$ cat config.mk
export PLATFORM = sky130hd
export DESIGN_NAME = data_stack
export DESIGN_NICKNAME = d
export VERILOG_FILES = /design/src/rtl/data_stack.sv
export SDC_FILE = /design/constraint.sdc
export NUM_CORES = 1
export LEC_CHECK = 0
export ABC_CLOCK_PERIOD_IN_PS = 4800
export BUFFER_PORTS_ARGS = -buffer_cell sky130_fd_sc_hd__buf_4
export CAP_MARGIN = 5
export CORE_MARGIN = 4
export CORE_UTILIZATION = 30
export DETAILED_ROUTE_END_ITERATION = 16
export SYNTH_ARGS = -nofsm -noshare
export SYNTH_HDL_FRONTEND = slang
export SYNTH_SLANG_ARGS = --single-unit
$ cat constraint.sdc
create_clock -name clk -period 4.8 [get_ports clk]
set_input_delay 0.48 -clock clk [delete_from_list [all_inputs] [get_ports clk]]
set_output_delay 0.48 -clock clk [all_outputs]
set_load 0.02 [all_outputs]
$ cat src/rtl/data_stack.sv
// data_stack: T/N register pair over a DEPTH-entry spill memory, one op per clock.
// Define STACK_ERR_TRAP_EN to block overflow/underflow ops and raise sticky ovf/unf.
module data_stack #(
  parameter int DEPTH = 16
) (
  input  logic        clk,
  input  logic        rst_n,
  input  logic [2:0]  op,
  input  logic [15:0] din,
  input  logic [15:0] aluRes,
  output logic [15:0] T,
  output logic [15:0] N,
  output logic [4:0]  depth,
  output logic        empty,
  output logic        full,
  output logic        ovf,
  output logic        unf
);
  localparam int SPW = (DEPTH > 1) ? $clog2(DEPTH) : 1;
  localparam logic [4:0] MAXD = 5'(DEPTH + 2);
  localparam logic [SPW-1:0] SPLAST = SPW'(DEPTH - 1);

  localparam logic [2:0] OP_NOP   = 3'b000;
  localparam logic [2:0] OP_PUSH  = 3'b001;
  localparam logic [2:0] OP_DROP  = 3'b010;
  localparam logic [2:0] OP_REPL  = 3'b011;
  localparam logic [2:0] OP_BINOP = 3'b100;
  localparam logic [2:0] OP_DUP   = 3'b101;
  localparam logic [2:0] OP_SWAP  = 3'b110;
  localparam logic [2:0] OP_OVER  = 3'b111;

`ifdef STACK_ERR_TRAP_EN
  localparam bit TRAP = 1'b1;
`else
  localparam bit TRAP = 1'b0;
`endif

  logic [15:0]    mem [DEPTH];
  logic [SPW-1:0] sp, sp_nx, sp_inc, sp_dec;
  logic [15:0]    t_nx, n_nx, fill;
  logic [4:0]     d_nx, d_inc, d_dec;
  logic           we, rd, ovf_ev, unf_ev;
  logic           ge1, ge2, ge3, blk;

  assign empty  = (depth == 5'd0);
  assign full   = (depth == MAXD);
  assign sp_inc = (sp == SPLAST) ? '0 : sp + 1'b1;
  assign sp_dec = (sp == '0) ? SPLAST : sp - 1'b1;
  assign fill   = mem[sp_dec];
  assign d_inc  = full ? depth : depth + 5'd1;
  assign d_dec  = empty ? depth : depth - 5'd1;
  assign ge1    = (depth != 5'd0);
  assign ge2    = (depth >= 5'd2);
  assign ge3    = (depth >= 5'd3);

  always_comb begin
    t_nx   = T;
    n_nx   = N;
    d_nx   = depth;
    we     = 1'b0;
    rd     = 1'b0;
    ovf_ev = 1'b0;
    unf_ev = 1'b0;
    unique case (op)
      OP_NOP: ;
      OP_PUSH: begin
        ovf_ev = full;
        t_nx   = din;
        if (ge1) n_nx = T;
        we     = ge2;
        d_nx   = d_inc;
      end
      OP_DROP: begin
        unf_ev = !ge1;
        t_nx   = N;
        rd     = ge3;
        n_nx   = ge3 ? fill : '0;
        d_nx   = d_dec;
      end
      OP_REPL: begin
        unf_ev = !ge1;
        t_nx   = aluRes;
      end
      OP_BINOP: begin
        unf_ev = !ge2;
        t_nx   = aluRes;
        rd     = ge3;
        n_nx   = ge3 ? fill : '0;
        d_nx   = d_dec;
      end
      OP_DUP: begin
        ovf_ev = full;
        n_nx   = T;
        we     = ge2;
        d_nx   = d_inc;
      end
      OP_SWAP: begin
        unf_ev = !ge2;
        t_nx   = N;
        n_nx   = T;
      end
      OP_OVER: begin
        ovf_ev = full;
        unf_ev = !ge2;
        t_nx   = N;
        n_nx   = T;
        we     = ge2;
        d_nx   = d_inc;
      end
    endcase
    // a trapped op leaves every piece of state untouched
    blk = TRAP & (ovf_ev | unf_ev);
    if (blk) begin
      t_nx = T;
      n_nx = N;
      d_nx = depth;
      we   = 1'b0;
      rd   = 1'b0;
    end
    sp_nx = we ? sp_inc : (rd ? sp_dec : sp);
  end

  always_ff @(posedge clk) begin
    if (!rst_n) begin
      T     <= '0;
      N     <= '0;
      depth <= '0;
      sp    <= '0;
      ovf   <= 1'b0;
      unf   <= 1'b0;
    end else begin
      T     <= t_nx;
      N     <= n_nx;
      depth <= d_nx;
      sp    <= sp_nx;
      ovf   <= TRAP & (ovf | ovf_ev);
      unf   <= TRAP & (unf | unf_ev);
    end
  end

  always_ff @(posedge clk) begin
    if (rst_n && we) mem[sp] <= N;
  end

endmodule

==> impl_metrics.csv, run 1 <==
group,metric,value,unit
status,status,"finished clean",
cts,hold_buffers,0,
synth,synth_most_common_cell,"edfxtp_1",
sta,report.final.hold_viol_count,0,
critical_path,r2r-start,"sp[0]$_SDFFE_PN0P_",
routing,vias,8358,
critical_path,worst-path-max-fanout,49,
cells_and_area,finish.utilization,0.359,
critical_path,critPathKind,"reg -> reg",
routing,drtPass1Iterations,5,
cts,numClockSinks,297,
sta,timing.final.crit_period,3.14,ns
synth,yosysUniqueCellTypes,54,
sta,rsz0062_at_grt,"false",
cts,cts-root-buf,"clkbuf_16",
cts,cts-resized-gates,0,
power_and_ir_drop,switchingPower,0.00197,W
cts,numCtsBuffers,30,
critical_path,timing.rr.end,"N[11]$_SDFFE_PN0P_",
power_and_ir_drop,worst_ir_drop_vdd,0.268,mV
sta,min_period_over_period,0.655,
global_route,grt_antenna_before_repair,0,
synth,ys_seq_elements,297,
power_and_ir_drop,power_frac_clock,0.333,
synth,postSynthCellCount,988,
sta,fmax,318,MHz
placed_design,io_buffers,75,
min_path,hp-class,"in -> reg",
global_route,groute.usage.overall,0.151,
placed_design,gp_congestion,0.837,
cts,htree_levels,1,
job,maxCapViolations,0,
floorplanning,dieArea,0.0441,sq mm
sta,clock_skew,0.0151,ns
critical_path,crit_path_end_kind,"register",
cts,tritoncts,"yes",
critical_path,rrSetupSlack,1.66,ns
sta,final.setup.tns,0,ns
synth,synthTopCellsByArea,"edfxtp_1 63%, nand2_1 6.9%, dfxtp_1 6.7%",
floorplanning,die_w,210,um
power_and_ir_drop,share_seq_of_total_power,0.472,
global_route,grt_max_degree,76,
placed_design,dp_hpwl,19900,um
floorplanning,io_pins,78,
routing,drc,0,
critical_path,crit_path_start_kind,"register",
sta,slew_viol_final,0,
sta,finalSetupViolations,0,
synth,async_flop_share,0,
synth,postSynthAreaPerCell,12.4,sq um
min_path,min_path_cells,3,
global_route,grt_pass1_wl,51400,um
floorplanning,die_h,210,um
cells_and_area,num_antenna_cells,0,
routing,drtIter0Drc,761,
cells_and_area,nets,1101,
cts,cts_buffer_depth,3,
cells_and_area,drive_above_1_share,0.158,
critical_path,arrival,3.62,ns
synth,syn-cell-area,0.0123,sq mm
routing,wire_per_inst,21.7,um
floorplanning,start_util,0.306,
floorplanning,num_rows,73,
min_path,hp-start,"aluRes[13]",
cts,clk_latency,0.55,ns
min_path,worstHoldEndpoint,"T[13]$_SDFFE_PN0P_",
synth,ys_top_cells_by_count,"256 x edfxtp_1, 225 x nand2_1, 70 x nand3_1, 50 x o21ai_0, 46 x nor2_1",
power_and_ir_drop,p_per_area,457,mW/mm^2
routing,drt_wl_total,34800,um
floorplanning,core-area,0.0401,sq mm
sta,relSlewSlack,0.0651,
synth,synth_edf_count,256,
synth,netlist.area_leader.share,0.627,
synth,yosys.area.top_type,"edfxtp_1",
cts,clk_pin_slew,0.06,ns
synth,yosys_warnings,0,
power_and_ir_drop,p_leak,5.04,nW
cts,cts_setup_buffers,0,
cells_and_area,area_growth,17.6,%
global_route,gr-total-overflow,0,
critical_path,required,5.27,ns
synth,yosysSeqAreaShare,0.694,
power_and_ir_drop,pwr-share-comb,0.195,
global_route,grt_pass1_vias,8070,
power_and_ir_drop,p_int,0.00462,W
routing,drtAntennaViolNets,0,
synth,ys.flop_type,"edfxtp_1",
routing,vias_per_cell,5.21,
critical_path,rr_worst_depth,9,
sta,worst_pin_slew,1.40,ns
power_and_ir_drop,p_sw_frac,0.299,
==> worst max-delay path, cell delays in order, from the launching register on <==
cell and delay [ns]:
dfxtp_1 0.39, inv_1 0.26, ha_1 0.31, or3b_1 0.44
nand2_4 0.51, buf_4 0.45, mux2i_1 0.14, a32oi_1 0.18
nand4_1 0.11, a31oi_1 0.23
==> sequential cells by signal (all words and copies together) (netlist names) <==
| register | flops |
|---|---|
| T | 16 |
| depth | 5 |
| N | 16 |
| sp | 4 |
| mem | 256 |
==> worst max path at each step <==
| stage | cells after the start | from | endpoint |
|---|---|---|---|
| 2_1_floorplan | 6 | op[2] | mem[3][0]$_DFFE_PP_ |
| 3_3_place_gp | 9 | sp[0]$_SDFFE_PN0P_ | N[11]$_SDFFE_PN0P_ |
| 3_5_place_dp | 9 | sp[0]$_SDFFE_PN0P_ | N[11]$_SDFFE_PN0P_ |
| 4_1_cts | 9 | sp[0]$_SDFFE_PN0P_ | N[11]$_SDFFE_PN0P_ |
| 5_1_grt | 9 | sp[0]$_SDFFE_PN0P_ | N[11]$_SDFFE_PN0P_ |
| 6_report | 9 | sp[0]$_SDFFE_PN0P_ | N[11]$_SDFFE_PN0P_ |
==> cells by family (layout without fill, tap and decap cells) <==
group	after synthesis	count (layout)	synth area share
muxes	35	35	0.0307
adders and majority gates	9	9	0.00980
DFF	297	297	0.694
buffers and inverters	74	164	0.0260
AOI/OAI and AO/OA	162	162	0.0915
other	1	2	0.000306
and+or+nand+nor	407	407	0.145
xor gates and xnor gates	3	3	0.00214
==> final cells by class <==
| class | count | area, sq um |
|---|---|---|
| clock buffer | 48 | 878 |
| clock inverter | 8 | 52.6 |
| fill | 3802 | 25700 |
| inverter | 7 | 26.3 |
| multi-input combinational | 618 | 3500 |
| sequential | 297 | 8510 |
| tap | 525 | 657 |
| timing repair buffer | 101 | 783 |
==> cell usage in the layout, fill, tap and decap left out, types with 29 or more instances in the layout <==
cell type	netlist	final
clkbuf_16	0	30
o21ai_0	50	49
a32oi_1	29	29
nand4_1	31	31
dfxtp_1	41	41
nor2_1	46	32
buf_4	3	99
nand3_1	70	70
edfxtp_1	256	256
mux2i_1	32	32
nand2_1	225	224
==> layer usage <==
metal	track usage	up-vias	routed length [um]
met5	0	-	0
met4	0.0358	0	795
met3	0.0185	50	2080
met2	0.258	306	17000
met1	0.207	4178	14900
li1	-	3824	-
==> stage by stage <==
stage                     worst slack [ns]  cell area (sq um)  std cells  total power [W]  hold WS [ns]
after floorplan                       2.00              12300        989          0.00392         0.583
after global placement                1.76              13500       1548          0.00443         0.521
after detailed placement              1.71              13500       1548          0.00444         0.526
after CTS                             1.68              14400       1604          0.00660         0.180
after global routing                  1.42              14400       1604          0.00683         0.202
final                                 1.66              14400       1604          0.00659         0.199
==> power groups by stage <==
stage / registers, W / logic [W] / clock network, W
after floorplan: 0.00314 / 0.000784 / 0
after global placement: 0.00316 / 0.00127 / 0
after detailed placement: 0.00316 / 0.00128 / 0
after CTS: 0.00311 / 0.00128 / 0.00221
after global routing: 0.00313 / 0.00139 / 0.00231
final: 0.00311 / 0.00128 / 0.00219
Note: power is estimated with default switching activity, not from simulation.
==> run 2: changes to the inputs <==
Settings changed: ABC_CLOCK_PERIOD_IN_PS 4800 to 2750.
Clock period 4.8 ns to 2.75 ns, I/O delays scaled along.
==> impl_metrics.csv, run 2 (synthesized netlist as in run 1, its figures left out) <==
group,metric,value,unit
global_route,grt_pass1_vias,8431,
placed_design,gp_congestion,0.821,
routing,drtIter0Drc,827,
floorplanning,start_util,0.306,
floorplanning,core-area,0.0401,sq mm
global_route,grt_max_degree,61,
min_path,min_path_cells,3,
critical_path,cp.depth,9,
cells_and_area,layout_commonest_cell,"edfxtp_1",
cells_and_area,nets,1128,
cts,cts_setup_buffers,0,
min_path,hp-class,"in -> reg",
global_route,groute.usage.overall,0.148,
critical_path,required,3.22,ns
critical_path,crit_path_end,"N[11]$_SDFFE_PN0P_",
global_route,grt_pass1_wl,51600,um
min_path,hp-start,"aluRes[6]",
sta,rsz0062_at_grt,"false",
cts,clk_latency,0.54,ns
routing,vias_per_cell,5.23,
sta,finalSetupViolations,0,
cts,cts_buffer_depth,3,
sta,clock_skew,0.00781,ns
cells_and_area,drive_above_1_share,0.179,
cells_and_area,top_regs,"mem x256, N x16, T x16",
cts,cts-root-buf,"clkbuf_16",
sta,min_period_over_period,0.902,
floorplanning,dieArea,0.0441,sq mm
power_and_ir_drop,power,0.0117,W
sta,final.setup.tns,0,ns
global_route,gr-total-overflow,0,
critical_path,slowest_delay,0.44,ns
critical_path,cpMaxStageDelayCell,"or3b_1",
power_and_ir_drop,worst_ir_drop_vdd,0.509,mV
cts,clk_pin_slew,0.06,ns
placed_design,dp_hpwl,21500,um
critical_path,critPathKind,"reg -> reg",
critical_path,crit_path_start_kind,"register",
routing,wl_met1,14500,um
floorplanning,die_w,210,um
floorplanning,io_pins,78,
cts,numCtsBuffers,28,
critical_path,crit_path_end_kind,"register",
cts,numClockSinks,297,
cells_and_area,top_register,"mem",
floorplanning,die_h,210,um
placed_design,io_buffers,75,
routing,routed-wl-met2,16300,um
cts,htree_levels,1,
sta,relSlewSlack,0.185,
cells_and_area,largest_reg_flops,256,
status,status,"finished clean",
sta,timing.final.crit_period,2.48,ns
placed_design,post-place-ws,0.241,ns
sta,worst_pin_slew,1.22,ns
critical_path,path_delay_family,"simple AND/OR/NAND/NOR gates",
routing,drtAntennaViolNets,0,
critical_path,startpoint,"sp[1]$_SDFFE_PN0P_",
critical_path,cp_cell_sequence,"inv_1, ha_1, or3b_1, nand2_4, buf_12, nand2_1, a32oi_1, nand4_1, a31oi_1",
critical_path,worst-path-max-fanout,60,
sta,fin_ws,0.271,ns
critical_path,rrSetupSlack,0.27,ns
sta,fmax,403,MHz
sta,report.final.hold_viol_count,0,
cells_and_area,fill_cells,3814,
critical_path,r2r-start,"sp[1]$_SDFFE_PN0P_",
cells_and_area,area_growth,19.9,%
routing,drtPass1Iterations,5,
power_and_ir_drop,p_per_area,796,mW/mm^2
cells_and_area,final_cell_mix,"256 x edfxtp_1, 224 x nand2_1, 120 x buf_4, 70 x nand3_1, 49 x o21ai_0",
cells_and_area,num_antenna_cells,0,
routing,dr.max_layer_used,"met4",
cts,tritoncts,"yes",
sta,slew_viol_final,0,
floorplanning,num_rows,73,
routing,vias,8508,
global_route,grt_antenna_before_repair,0,
routing,wire_per_inst,20.8,um
power_and_ir_drop,p_leak,5.21,nW
critical_path,rr_worst_depth,9,
routing,drt_wl_total,33900,um
critical_path,timing.rr.end,"N[11]$_SDFFE_PN0P_",
routing,drc,0,
routing,wl_met3,2180,um
job,maxCapViolations,0,
critical_path,arrival,2.95,ns
critical_path,cp_num_buf_inv,2,
## run 2: cell types whose count changed in the layout (fill, tap and decap cells not counted), sizes merged
cell | previous run | this run
buf | 101 | 129
clkinvlp | 2 | 0
bufinv | 0 | 2
clkbuf | 48 | 42
clkinv | 6 | 7
dlygate4sd3 | 0 | 1
## run 2: repair_timing
action | CTS | global route
endpoints found under the hold margin | 1 | 0
hold buffers | 1 | 0
resized for setup | 0 | 1
setup endpoints to repair | 0 | 1
## run 2: per-stage QoR
stage	hold slack [ns]	cell area (sq um)	util	std cells
floorplan	0.433	12300	-	989
detailed placement	0.564	13800	0.344	1576
global route	0.0207	14700	0.366	1628
CTS	0.000912	14700	0.366	1628
global placement	0.560	13800	0.344	1576
finish	0.0138	14700	0.366	1628
## run 2: power breakdown
part           switching, W  internal, W  total, W
combinational       0.00156     0.000920   0.00248
sequential         0.000249      0.00514   0.00539
clock               0.00160      0.00222   0.00381
## run 2: how the worst min path moves through the flow
stage	to	slack, ns
floorplan	T[0]$_SDFFE_PN0P_	0.43
global placement	T[7]$_SDFFE_PN0P_	0.56
detailed placement	T[6]$_SDFFE_PN0P_	0.56
CTS	T[0]$_SDFFE_PN0P_	0.0009
global route	T[11]$_SDFFE_PN0P_	0.02
finish	T[6]$_SDFFE_PN0P_	0.01
## run 2: layer usage
metal  GRT usage  up-vias
li1            -     3872
met1       0.204     4253
met2       0.249      325
met3      0.0176       58
met4      0.0421        0
met5           0        -
## run 2: worst register-to-register path, delay by kind of cell, from the launching register on
| family | cells | cell delay (ns) |
|---|---|---|
| flops | 1 | 0.37 |
| simple gates | 4 | 0.85 |
| compound gates | 2 | 0.46 |
| buf+inv | 2 | 0.43 |
| fa+ha+maj | 1 | 0.29 |
## run 2: area by class of cell
type                    instances  area [sq um]  share of cell area
inverters                       7          26.3             0.00179
clock inverters                 9          91.3             0.00622
repair buffers                130          1090              0.0743
well taps                     525           657              0.0447
multi-input cells             618          3500               0.239
flip-flops and latches        297          8510               0.579
clock buffers                  42           815              0.0554
